--- src/rtl/display_pkg.sv ---
// Shared types and constants for the result_display block: FSM states,
// active-low seven-segment patterns {g,f,e,d,c,b,a} and digit-index values.
package display_pkg;

    typedef enum logic [1:0] {
        IDLE  = 2'd0,
        SHIFT = 2'd1,
        DONE  = 2'd2
    } state_t;

    // Index n holds the pattern for decimal digit n.
    localparam logic [9:0][6:0] SEG_DIGITS = {
        7'b0010000,  // 9
        7'b0000000,  // 8
        7'b1111000,  // 7
        7'b0000010,  // 6
        7'b0010010,  // 5
        7'b0011001,  // 4
        7'b0110000,  // 3
        7'b0100100,  // 2
        7'b1111001,  // 1
        7'b1000000   // 0
    };
    localparam logic [6:0] SEG_BLANK = 7'b1111111;
    localparam logic [6:0] SEG_MINUS = 7'b0111111;

    localparam logic [1:0] DIG_UNITS    = 2'd0;
    localparam logic [1:0] DIG_TENS     = 2'd1;
    localparam logic [1:0] DIG_HUNDREDS = 2'd2;
    localparam logic [1:0] DIG_SIGN     = 2'd3;

    // One double-dabble step: add 3 to every nibble >= 5, then shift in the next binary bit.
    function automatic logic [11:0] dabble_step(input logic [11:0] bcd, input logic bit_in);
        logic [11:0] adj;
        for (int i = 0; i < 3; i++) begin
            if (bcd[4*i +: 4] >= 4'd5)
                adj[4*i +: 4] = bcd[4*i +: 4] + 4'd3;
            else
                adj[4*i +: 4] = bcd[4*i +: 4];
        end
        return (adj << 1) | {11'd0, bit_in};
    endfunction

endpackage

--- src/rtl/seg7_decoder.sv ---
// Combinational BCD digit to active-low seven-segment decoder with blanking.
module seg7_decoder
    import display_pkg::*;
(
    input  logic [3:0] i_digit,
    input  logic       i_blank,
    output logic [6:0] o_seg
);

    always_comb begin
        o_seg = SEG_BLANK;
        if (!i_blank && i_digit <= 4'd9)
            o_seg = SEG_DIGITS[i_digit];
    end

endmodule

--- src/rtl/result_display.sv ---
// Sequential double-dabble converter driving a 4-digit multiplexed display.
// Optional feature: define SIGNED_DISPLAY_EN for two's-complement input with a minus sign on digit 3.
module result_display
    import display_pkg::*;
#(
    parameter int REFRESH_DIV = 50000
)
(
    input  logic        clk,
    input  logic        reset,
    input  logic [7:0]  result_in,
    input  logic        update,
    output logic        busy,
    output logic [11:0] bcd_out,
    output logic [6:0]  seg,
    output logic [3:0]  an
);

    localparam int CNT_W = (REFRESH_DIV > 2) ? $clog2(REFRESH_DIV) : 1;

    state_t             r_state;
    state_t             w_next;
    logic [7:0]         r_bin;
    logic [11:0]        r_bcd;
    logic [2:0]         r_bit_cnt;
    logic [11:0]        r_bcd_out;
    logic [11:0]        r_disp;
    logic [CNT_W-1:0]   r_scan_cnt;
    logic [1:0]         r_digit;
    logic [7:0]         w_mag;
    logic [3:0]         w_dig_val;
    logic               w_dig_blank;
    logic               w_minus;
    logic [6:0]         w_dec_seg;

`ifdef SIGNED_DISPLAY_EN
    logic w_neg;
    logic r_neg;
    logic r_disp_neg;

    assign w_neg = result_in[7];
    // 8-bit negate of 8'h80 wraps to 8'h80, which read unsigned is the required magnitude 128.
    assign w_mag = w_neg ? (8'd0 - result_in) : result_in;

    always_ff @(posedge clk or posedge reset) begin
        if (reset) begin
            r_neg      <= 1'b0;
            r_disp_neg <= 1'b0;
        end else begin
            if (r_state == IDLE && update)
                r_neg <= w_neg;
            if (r_state == DONE)
                r_disp_neg <= r_neg;
        end
    end
`else
    assign w_mag = result_in;
`endif

    always_ff @(posedge clk or posedge reset) begin
        if (reset)
            r_state <= IDLE;
        else
            r_state <= w_next;
    end

    always_comb begin
        w_next = r_state;
        case (r_state)
            IDLE:    if (update) w_next = SHIFT;
            SHIFT:   if (r_bit_cnt == 3'd7) w_next = DONE;
            DONE:    w_next = IDLE;
            default: w_next = IDLE;
        endcase
    end

    assign busy = (r_state != IDLE);

    // NOTE: every register here, including the working datapath, is cleared so an aborted conversion leaves nothing behind.
    always_ff @(posedge clk or posedge reset) begin
        if (reset) begin
            r_bin     <= '0;
            r_bcd     <= '0;
            r_bit_cnt <= '0;
            r_bcd_out <= '0;
            r_disp    <= '0;
        end else begin
            case (r_state)
                IDLE: if (update) begin
                    r_bin     <= w_mag;
                    r_bcd     <= '0;
                    r_bit_cnt <= '0;
                end
                SHIFT: begin
                    r_bcd     <= dabble_step(r_bcd, r_bin[7]);
                    r_bin     <= {r_bin[6:0], 1'b0};
                    r_bit_cnt <= r_bit_cnt + 3'd1;
                end
                DONE: begin
                    r_bcd_out <= r_bcd;
                    r_disp    <= r_bcd;
                end
                default: ;
            endcase
        end
    end

    assign bcd_out = r_bcd_out;

    always_ff @(posedge clk or posedge reset) begin
        if (reset) begin
            r_scan_cnt <= '0;
            r_digit    <= DIG_UNITS;
        end else if (r_scan_cnt == CNT_W'(REFRESH_DIV - 1)) begin
            r_scan_cnt <= '0;
            r_digit    <= r_digit + 2'd1;
        end else begin
            r_scan_cnt <= r_scan_cnt + 1'b1;
        end
    end

    // NOTE: defaults first so no path through the case leaves a signal unassigned (no latches).
    always_comb begin
        w_dig_val   = 4'd0;
        w_dig_blank = 1'b1;
        w_minus     = 1'b0;
        case (r_digit)
            DIG_UNITS: begin
                w_dig_val   = r_disp[3:0];
                w_dig_blank = 1'b0;
            end
            DIG_TENS: begin
                w_dig_val   = r_disp[7:4];
                w_dig_blank = (r_disp[11:8] == 4'd0) && (r_disp[7:4] == 4'd0);
            end
            DIG_HUNDREDS: begin
                w_dig_val   = r_disp[11:8];
                w_dig_blank = (r_disp[11:8] == 4'd0);
            end
            DIG_SIGN: begin
`ifdef SIGNED_DISPLAY_EN
                w_minus = r_disp_neg;
`endif
            end
            default: ;
        endcase
    end

    seg7_decoder u_dec (
        .i_digit (w_dig_val),
        .i_blank (w_dig_blank),
        .o_seg   (w_dec_seg)
    );

    assign seg = w_minus ? SEG_MINUS : w_dec_seg;
    assign an  = ~(4'b0001 << r_digit);

endmodule

--- config.mk ---
export PLATFORM = sky130hd
export DESIGN_NAME = result_display
export DESIGN_NICKNAME = d
export VERILOG_FILES = /design/src/rtl/display_pkg.sv /design/src/rtl/seg7_decoder.sv /design/src/rtl/result_display.sv
export SDC_FILE = /design/constraint.sdc
export NUM_CORES = 1
export LEC_CHECK = 0
export ABC_AREA = 1
export CORE_MARGIN = 10
export CORE_UTILIZATION = 61
export CTS_CLUSTER_SIZE = 10
export DETAILED_ROUTE_END_ITERATION = 12
export HOLD_SLACK_MARGIN = 0.06
export PLACE_DENSITY_LB_ADDON = 0.12
export SYNTH_ARGS = -nofsm -noshare
export SYNTH_HDL_FRONTEND = slang
export SYNTH_SLANG_ARGS = --single-unit
--- constraint.sdc ---
create_clock -name clk -period 4.2 [get_ports clk]
set_input_delay 0.42 -clock clk [delete_from_list [all_inputs] [get_ports clk]]
set_output_delay 0.42 -clock clk [all_outputs]
set_load 0.02 [all_outputs]
==> run_results.csv, run 1 <==
group,metric,value,unit
synth,synth.top_cell.area_share,43.7,%
die,die_area,0.00844,mm²
clocking,cts_root_buf,"clkbuf_8",
job,cap_viol_max_count,0,
sta,rsz0062_at_grt,"false",
worst_setup_path,endpoint_kind,"primary output",
detailed_routing,drtIter0Drc,117,
hold_path,min_path_type,"in2async",
cells_and_area,fin_nets,460,
worst_setup_path,arrival,2780,ps
cells_and_area,utilization,71.6,%
sta,finalCritPeriodShare,76.2,%
synth,async_flop_share,100,%
die,pin_count,35,
global_routing,grt_pass1_vias,2669,
worst_setup_path,reg2reg_setup_slack,2440,ps
clocking,clkTransAtPathRegs,100,ps
worst_setup_path,cpPeakStageDelay,610,ps
worst_setup_path,critPathSlowestCell,"clkdlybuf4s50_1",
die,num_rows,26,
detailed_routing,vias_per_cell,5.21,
clocking,clockBufferDepth,2,
die,die-width,91.9,µm
worst_setup_path,worstPathRequired,3780,ps
power,power_density,667,mW/mm²
synth,synth_edf_count,0,
placed_design,placed_cells,493,
global_routing,antenna_found_initial,0,
clocking,htreeDepth,2,
worst_setup_path,cp_top_family,"buffers and inverters",
sta,final_hold_viol_count,0,
worst_setup_path,cp_num_buf_inv,3,
synth,synth-compound-area-share,10.5,%
worst_setup_path,r2r_cells,5,
sta,fin_setup_tns,0,ps
sta,setup_slack,1000,ps
detailed_routing,wire_per_inst,13.1,µm
synth,synthSimpleGateAreaFrac,27.2,%
die,initial_core_util,62.1,%
sta,fmax,312,MHz
placed_design,gp_congestion,0.856,
clocking,tritoncts.num_buffers,5,
placed_design,dpl_cell_area,0.00354,mm²
synth,synth_seq_cells,55,
clocking,cts_tree,"built",
worst_setup_path,regToRegStartpoint,"r_state[1]$_DFFE_PP0P_",
worst_setup_path,rr_endpoint,"r_bit_cnt[1]$_DFFE_PP0P_",
die,coreArea,0.00507,mm²
global_routing,track_usage,16.4,%
synth,synth_top_family_by_area,"simple AND/OR/NAND/NOR gates",
worst_setup_path,cp_max_fo,7,
synth,synth_warnings,0,
sta,worst_pin_slew,641,ps
placed_design,preCtsSetupSlack,1340,ps
detailed_routing,drc_errors,0,
synth,synth_mux_area_share,0,%
sta,fin_crit,3200,ps
worst_setup_path,worstSetupPathType,"reg2out",
synth,synth.most_common_cell,"nand2_1",
global_routing,grt_pass1_wl,11.8,mm
sta,setup_viol,0,
clocking,ctsHoldBuffers,0,
detailed_routing,antenna_left,0,
worst_setup_path,path_cells,"inv_1 > ha_1 > nand2_1 > nand3_1 > nand2_1 > inv_1 > ha_1 > o21ai_0 > nand2_2 > nand3_1 > clkdlybuf4s50_1",
synth,synth_area,0.00315,mm²
synth,synth_seq_area_share,43.7,%
synth,yosys.area.top_type,"dfrtp_1",
synth,ys_types,35,
synth,syn_inst,395,
clocking,clock_sinks,55,
cells_and_area,drive_gt1_share,8.82,%
synth,synthFlopType,"dfrtp_1",
status,outcome,"finished clean",
placed_design,numPortBuffers,34,
cells_and_area,fin_cells,501,
synth,avgSynthCellArea,7.98,µm²
sta,skew,9.87,ps
global_routing,grt_start_max_net_pins,30,
detailed_routing,firstDrtPassIters,4,
cells_and_area,syn_to_final_growth,15.3,%
worst_setup_path,cp-start-kind,"register",
power,ir_drop,0.433,mV
synth,synth_commonest_cells,"nand2_1 (84), dfrtp_1 (55), inv_1 (51)",
detailed_routing,wirelength,6.59,mm
clocking,post_cts_buffers,0,
clocking,cts.repair.resized,0,
synth,synthTopCellsByArea,"dfrtp_1 (44%), nand2_1 (10%), ha_1 (7.5%)",
power,leakage,0.00184,µW
sta,slew_headroom,57.2,%
cells_and_area,antenna_cells,0,
synth,synthAdderAreaFrac,7.54,%
die,chipHeight,91.9,µm
sta,report.final.slew_viol_count,0,
global_routing,grt_overflow_total,0,
detailed_routing,dr_total_vias,2611,
cells_and_area,design_area,0.00363,mm²
synth,synth_xor_area_share,2.50,%
placed_design,place_hpwl,5.07,mm
synth,synth_nets,425,
clocking,clkLatencyLatePin,310,ps
[worst max-delay path by stage]
| stage | depth (start not counted) | start | slack [ps] | to |
|---|---|---|---|---|
| after global routing | 11 | r_digit[0]$_DFFE_PP0N_ | 820 | seg[5] |
| after detailed placement | 11 | r_digit[0]$_DFFE_PP0N_ | 1340 | seg[0] |
| after CTS | 11 | r_digit[0]$_DFFE_PP0N_ | 990 | seg[0] |
| final | 11 | r_digit[0]$_DFFE_PP0N_ | 1000 | seg[0] |
| after floorplan | 10 | r_digit[0]$_DFFE_PP0N_ | 2050 | seg[1] |
| after global placement | 8 | r_digit[0]$_DFFE_PP0N_ | 1480 | seg[4] |
[state kept, by name (all words and copies together) (netlist names)]
name / flops
r_state: 2
r_scan_cnt: 16
r_bit_cnt: 3
r_bin: 8
r_disp: 12
r_bcd: 12
r_digit: 2
[area by class of cell]
cell class              count  area, µm²
clock buffers               6       82.6
fillers                   435       1440
multi-input cells         276       1510
inverters                  57        219
clock inverters             2       16.3
well taps                  70       87.6
flip-flops and latches     55       1380
repair buffers             35        348
[per-layer routing]
layer | global-route usage, % | wire length, µm | up-vias
met2 | 30.2 | 3370 | 38
met5 | 0 | 0 | -
met1 | 18.3 | 2880 | 1235
li1 | - | - | 1329
met3 | 3.50 | 246 | 9
met4 | 5.01 | 85 | 0
[stage by stage]
step | hold WS (ps) | total power [µW]
global route | 492 | 2640
global placement | 447 | 2070
detailed placement | 459 | 2130
floorplan | 429 | 1710
finish | 456 | 2420
CTS | 472 | 2450
[cells by family (layout without fill, tap and decap cells)]
kind of cell,count (synthesis),in the layout
AND/OR/NAND/NOR,192,192
buffers and inverters,64,100
AO/OA/AOI/OAI,56,56
flip-flops,55,55
adder cells (fa/ha/maj),19,19
XOR/XNOR,9,9
[where the power goes]
part | internal [µW] | switching, µW | leakage [µW]
logic | 527 | 764 | 0.00109
registers | 697 | 122 | 0.000695
clock network | 135 | 180 | 0.0000474
total | 1360 | 1070 | 0.00184
[placed cells by master (no fill, tap or decap), types with 7 or more instances in the layout]
cell,Yosys,layout
nand2_1,84,84
dfrtp_1,55,55
inv_1,51,50
nor2_1,43,43
nand3_1,37,37
clkdlybuf4s50_1,0,34
o21ai_0,33,33
ha_1,19,19
nand2_2,9,9
xor2_1,8,8
o22ai_1,7,7
No activity file was read; power rests on OpenSTA's default activity.
==> run 2: changes to the inputs <==
CORE_UTILIZATION = 51   (was 61)
clock period = 2.7 ns   (was 4.2 ns; I/O delays follow)
==> run_results.csv, run 2 (synthesis results as in run 1) <==
group,metric,value,unit
status,outcome,"finished clean",
worst_setup_path,rr_endpoint,"r_bit_cnt[2]$_DFFE_PP0P_",
cells_and_area,layout_commonest_cell,"nand2_1",
worst_setup_path,critPathSlowestCell,"dfrtp_1",
cells_and_area,design_area,0.00365,mm²
worst_setup_path,cp-startpoint,"r_digit[1]$_DFFE_PP0N_",
worst_setup_path,r2r_cells,5,
die,coreArea,0.00596,mm²
cells_and_area,utilization,61.2,%
worst_setup_path,reg2reg_setup_slack,1270,ps
clocking,tritoncts.num_buffers,5,
clocking,cts_tree,"built",
cells_and_area,largest_register,"r_scan_cnt",
sta,slew_headroom,57.4,%
cells_and_area,fin_nets,465,
die,initial_core_util,52.9,%
detailed_routing,drtIter0Drc,122,
sta,finalCritPeriodShare,92.2,%
global_routing,grt_pass1_wl,11.1,mm
cells_and_area,reg.largest.list,"r_scan_cnt x16, r_bcd x12, r_disp x12",
sta,rsz0062_at_grt,"false",
global_routing,grt_start_max_net_pins,26,
global_routing,antenna_found_initial,0,
die,num_rows,28,
placed_design,place_hpwl,4.98,mm
clocking,clkLatencyLatePin,300,ps
worst_setup_path,cp-start-kind,"register",
cells_and_area,drive_gt1_share,11.8,%
clocking,clkTransAtPathRegs,90,ps
detailed_routing,wirelength,6.32,mm
clocking,clock_sinks,55,
sta,report.final.slew_viol_count,0,
clocking,cts_root_buf,"clkbuf_8",
global_routing,grt_overflow_total,0,
placed_design,dpl_cell_area,0.00357,mm²
placed_design,gp_congestion,0.882,
clocking,htreeDepth,2,
clocking,clockBufferDepth,2,
detailed_routing,antenna_left,0,
worst_setup_path,worstPathRequired,2430,ps
worst_setup_path,worstSetupPathType,"reg2out",
sta,fin_crit,2490,ps
worst_setup_path,endpoint_kind,"primary output",
sta,worst_pin_slew,638,ps
clocking,ctsHoldBuffers,0,
cells_and_area,largest_register_ffs,16,
sta,fin_setup_tns,0,ps
hold_path,min_path_type,"in2async",
power,ir_drop,0.629,mV
power,power,3600,µW
detailed_routing,firstDrtPassIters,4,
sta,final_hold_viol_count,0,
detailed_routing,vias_per_cell,5.03,
worst_setup_path,path_cells,"inv_1 > ha_2 > nand2_1 > nand3_1 > nand2_1 > ha_1 > o21ai_1 > nand2_2 > nand3_1 > clkdlybuf4s15_2",
power,power_density,988,mW/mm²
sta,setup_viol,0,
worst_setup_path,regToRegStartpoint,"r_state[1]$_DFFE_PP0P_",
worst_setup_path,arrival,2220,ps
sta,hold_ws,317,ps
job,cap_viol_max_count,0,
cells_and_area,syn_to_final_growth,15.7,%
worst_setup_path,cp_max_fo,7,
placed_design,numPortBuffers,34,
global_routing,track_usage,13.2,%
global_routing,grt_pass1_vias,2465,
die,pin_count,35,
detailed_routing,wire_per_inst,12.4,µm
die,die-width,98.6,µm
die,chipHeight,98.6,µm
cells_and_area,final_cell_mix,"nand2_1 (83), dfrtp_1 (55), inv_1 (50)",
power,leakage,0.00185,µW
sta,skew,4.49,ps
die,die_area,0.00973,mm²
detailed_routing,drc_errors,0,
cells_and_area,nFillCells,579,
cells_and_area,antenna_cells,0,
sta,fmax,402,MHz
worst_setup_path,cpPeakStageDelay,420,ps
detailed_routing,dr_total_vias,2558,
run 2: how the worst max path moves through the flow:
| stage | cells past startpoint | endpoint | slack, ps |
|---|---|---|---|
| after floorplan | 10 | seg[1] | 700 |
| after global placement | 11 | seg[0] | 150 |
| after detailed placement | 11 | seg[5] | 30 |
| after CTS | 11 | seg[1] | 0.4 |
| after global routing | 10 | seg[5] | 7 |
| final | 10 | seg[5] | 210 |
run 2: cell type report:
type | instances | area, µm² | area share [%]
Clock buffer | 5 | 68.8 | 1.89
Clock inverter | 1 | 7.51 | 0.206
Inverter | 57 | 219 | 6.00
Multi-Input combinational cell | 276 | 1510 | 41.5
Sequential cell | 55 | 1380 | 37.7
Tap cell | 75 | 93.8 | 2.57
Timing Repair Buffer | 40 | 369 | 10.1
run 2: worst max-delay path, delay by kind of cell (launching register included):
kind / cells / cell delay, ps
AOI/OAI and AO/OA: 1 / 170
and+or+nand+nor: 5 / 490
buffers and inverters: 2 / 390
adders and majority gates: 2 / 450
DFF: 1 / 420
run 2: per-layer routing:
layer | wire length (µm) | part of all wire (%) | track usage (%) | vias up
li1 | - | - | - | 1332
met2 | 3050 | 48 | 22.0 | 32
met4 | 80 | 1.3 | 3.97 | 0
met5 | 0 | 0 | 0 | -
met3 | 232 | 3.7 | 2.86 | 7
met1 | 2960 | 47 | 16.6 | 1187
run 2: repair_timing:
item	4_1_cts	5_1_grt
setup endpoints to repair	7	7
setup buffers	0	1
pin swaps	0	0
gates resized for setup	17	8
hold endpoints to repair	0	0
run 2: power by group:
part / leakage [µW] / internal [µW] / switching, µW / total, µW
clock network: 0.0000361 / 173 / 249 / 421
logic: 0.00112 / 751 / 1160 / 1910
registers: 0.000695 / 1080 / 192 / 1280
total: 0.00185 / 2010 / 1600 / 3600
run 2: through the flow:
step | instances | setup slack, ps
floorplan | 395 | 701
global placement | 502 | 150
detailed placement | 502 | 32.7
CTS | 508 | 0.371
global route | 509 | 7.47
finish | 509 | 210
==> run 3: changes to the inputs <==
CORE_MARGIN = unset   (was 10)
==> run_results.csv, run 3 (synthesis results as in run 1) <==
group,metric,value,unit
clocking,clkTransAtPathRegs,100,ps
power,comb_power_share,53.2,%
power,power,3670,µW
clocking,clock_sinks,55,
cells_and_area,final_cell_mix,"nand2_1 (83), dfrtp_1 (55), inv_1 (50)",
sta,skew,7.70,ps
worst_setup_path,cp_top_family,"simple AND/OR/NAND/NOR gates",
detailed_routing,antenna_left,0,
clocking,cts_root_buf,"clkbuf_8",
placed_design,gp_congestion,0.785,
worst_setup_path,cpPeakStageDelay,420,ps
cells_and_area,antenna_cells,0,
detailed_routing,vias_per_cell,5.13,
cells_and_area,reg.largest.list,"r_scan_cnt x16, r_bcd x12, r_disp x12",
detailed_routing,wire_per_inst,12.2,µm
clocking,clkLatencyLatePin,310,ps
sta,fin_setup_tns,0,ps
power,p_sw_share,43.8,%
hold_path,min_path_type,"in2async",
job,cap_viol_max_count,0,
worst_setup_path,cp-start-kind,"register",
detailed_routing,drtIter0Drc,87,
cells_and_area,syn_to_final_growth,17.4,%
global_routing,track_usage,21.4,%
global_routing,antenna_found_initial,0,
status,outcome,"finished clean",
detailed_routing,firstDrtPassIters,4,
power,p_int,2060,µW
sta,rsz0062_at_grt,"false",
cells_and_area,drive_gt1_share,12.1,%
die,die_area,0.00650,mm²
clocking,clockBufferDepth,2,
worst_setup_path,cp_max_fo,7,
global_routing,grt_pass1_vias,2473,
worst_setup_path,cp-startpoint,"r_digit[0]$_DFFE_PP0N_",
cells_and_area,largest_register_ffs,16,
power,leakage,0.00187,µW
die,coreArea,0.00596,mm²
die,num_rows,28,
sta,fin_crit,2520,ps
detailed_routing,dr_total_vias,2629,
clocking,htreeDepth,2,
worst_setup_path,endpoint_kind,"primary output",
worst_setup_path,cp_num_buf_inv,3,
sta,worst_pin_slew,630,ps
power,switchingPower,1610,µW
worst_setup_path,path_cells,"inv_1 > ha_2 > nand2_1 > nand3_1 > nand2_2 > inv_1 > ha_1 > o21ai_1 > nand2_2 > nand3_1 > clkdlybuf4s15_2",
die,initial_core_util,52.9,%
power,pwr-share-seq,34.7,%
power,power_density,992,mW/mm²
global_routing,grt_overflow_total,0,
clocking,cts_tree,"built",
sta,final_hold_viol_count,0,
worst_setup_path,worstSetupPathType,"reg2out",
worst_setup_path,critPathSlowestCell,"dfrtp_1",
cells_and_area,fin_nets,466,
die,pin_count,35,
global_routing,grt_start_max_net_pins,30,
detailed_routing,wirelength,6.23,mm
sta,slew_headroom,57.9,%
power,ir_drop,0.651,mV
worst_setup_path,arrival,2250,ps
sta,setup_viol,0,
cells_and_area,layout_commonest_cell,"nand2_1",
die,die-width,80.6,µm
sta,finalCritPeriodShare,93.4,%
cells_and_area,largest_register,"r_scan_cnt",
detailed_routing,drc_errors,0,
die,chipHeight,80.6,µm
sta,fmax,397,MHz
sta,report.final.slew_viol_count,0,
worst_setup_path,regToRegStartpoint,"r_state[1]$_DFFE_PP0P_",
clocking,tritoncts.num_buffers,5,
power,power_frac_clock,12.1,%
placed_design,place_hpwl,4.67,mm
clocking,ctsHoldBuffers,0,
global_routing,grt_pass1_wl,10.8,mm
placed_design,numPortBuffers,34,
worst_setup_path,worstPathRequired,2430,ps
[run 3: cell types whose count changed in the layout (fill, tap and decap cells not counted)]
cell / delta
clkbuf_2: -4
clkinv_2: +1
clkbuf_1: +1
buf_12: +1
clkdlybuf4s15_2: +4
[run 3: cell type report]
type                            count  area (µm²)
Clock inverter                      2        12.5
Clock buffer                        6        72.6
Fill cell                         560        2250
Multi-Input combinational cell    276        1510
Inverter                           57         219
Timing Repair Buffer               41         414
Sequential cell                    55        1380
Tap cell                           75        93.8
[run 3: stage by stage]
step	cell area (µm²)	hold WS (ps)	util [%]	worst slack [ps]	std cells
after global routing	3700	387	62.1	1.32	512
after detailed placement	3580	456	60.1	14.6	501
final	3700	332	62.1	179	512
after floorplan	3150	414	-	701	395
after global placement	3580	451	60.1	158	501
after CTS	3670	342	61.6	18.9	509
[run 3: final timing paths]
path,endpoint,slack [ps],depth (start not counted)
worst max-delay path,seg[0],180,11
worst min-delay path,r_scan_cnt[2]$_DFF_PP0_,330,2
worst max register to register,r_bin[1]$_DFFE_PP0P_,1250,5
worst min register to register,r_scan_cnt[0]$_DFF_PP0_,470,1
max in group asynchronous,r_bcd[7]$_DFFE_PP0P_,1800,3
min in group clk,r_scan_cnt[0]$_DFF_PP0_,470,1
[run 3: worst register-to-register path: stages (launching register included)]
cell	delay (ps)
dfrtp_1	450
nor2_1	230
nand2_2	110
nand2_4	260
o21ai_0	170
o21ai_0	160
[run 3: layer usage]
metal | wire (µm) | track usage (%)
met1 | 3000 | 27.6
met2 | 2990 | 36.6
met3 | 205 | 4.32
met4 | 35 | 4.82
met5 | 0 | 0
[run 3: power groups by stage]
stage | Combinational (µW) | Sequential, µW | Clock [µW]
after CTS | 1970 | 1270 | 460
after global routing | 2230 | 1310 | 488
final | 1950 | 1270 | 444
after floorplan | 1330 | 1320 | 0
after detailed placement | 1990 | 1290 | 0
after global placement | 1950 | 1280 | 0
[run 3: what timing repair did]
item,in CTS,in global routing
buffers inserted,0,3
gates resized for setup,21,4
cloned,0,0
endpoints found under the setup margin,7,7
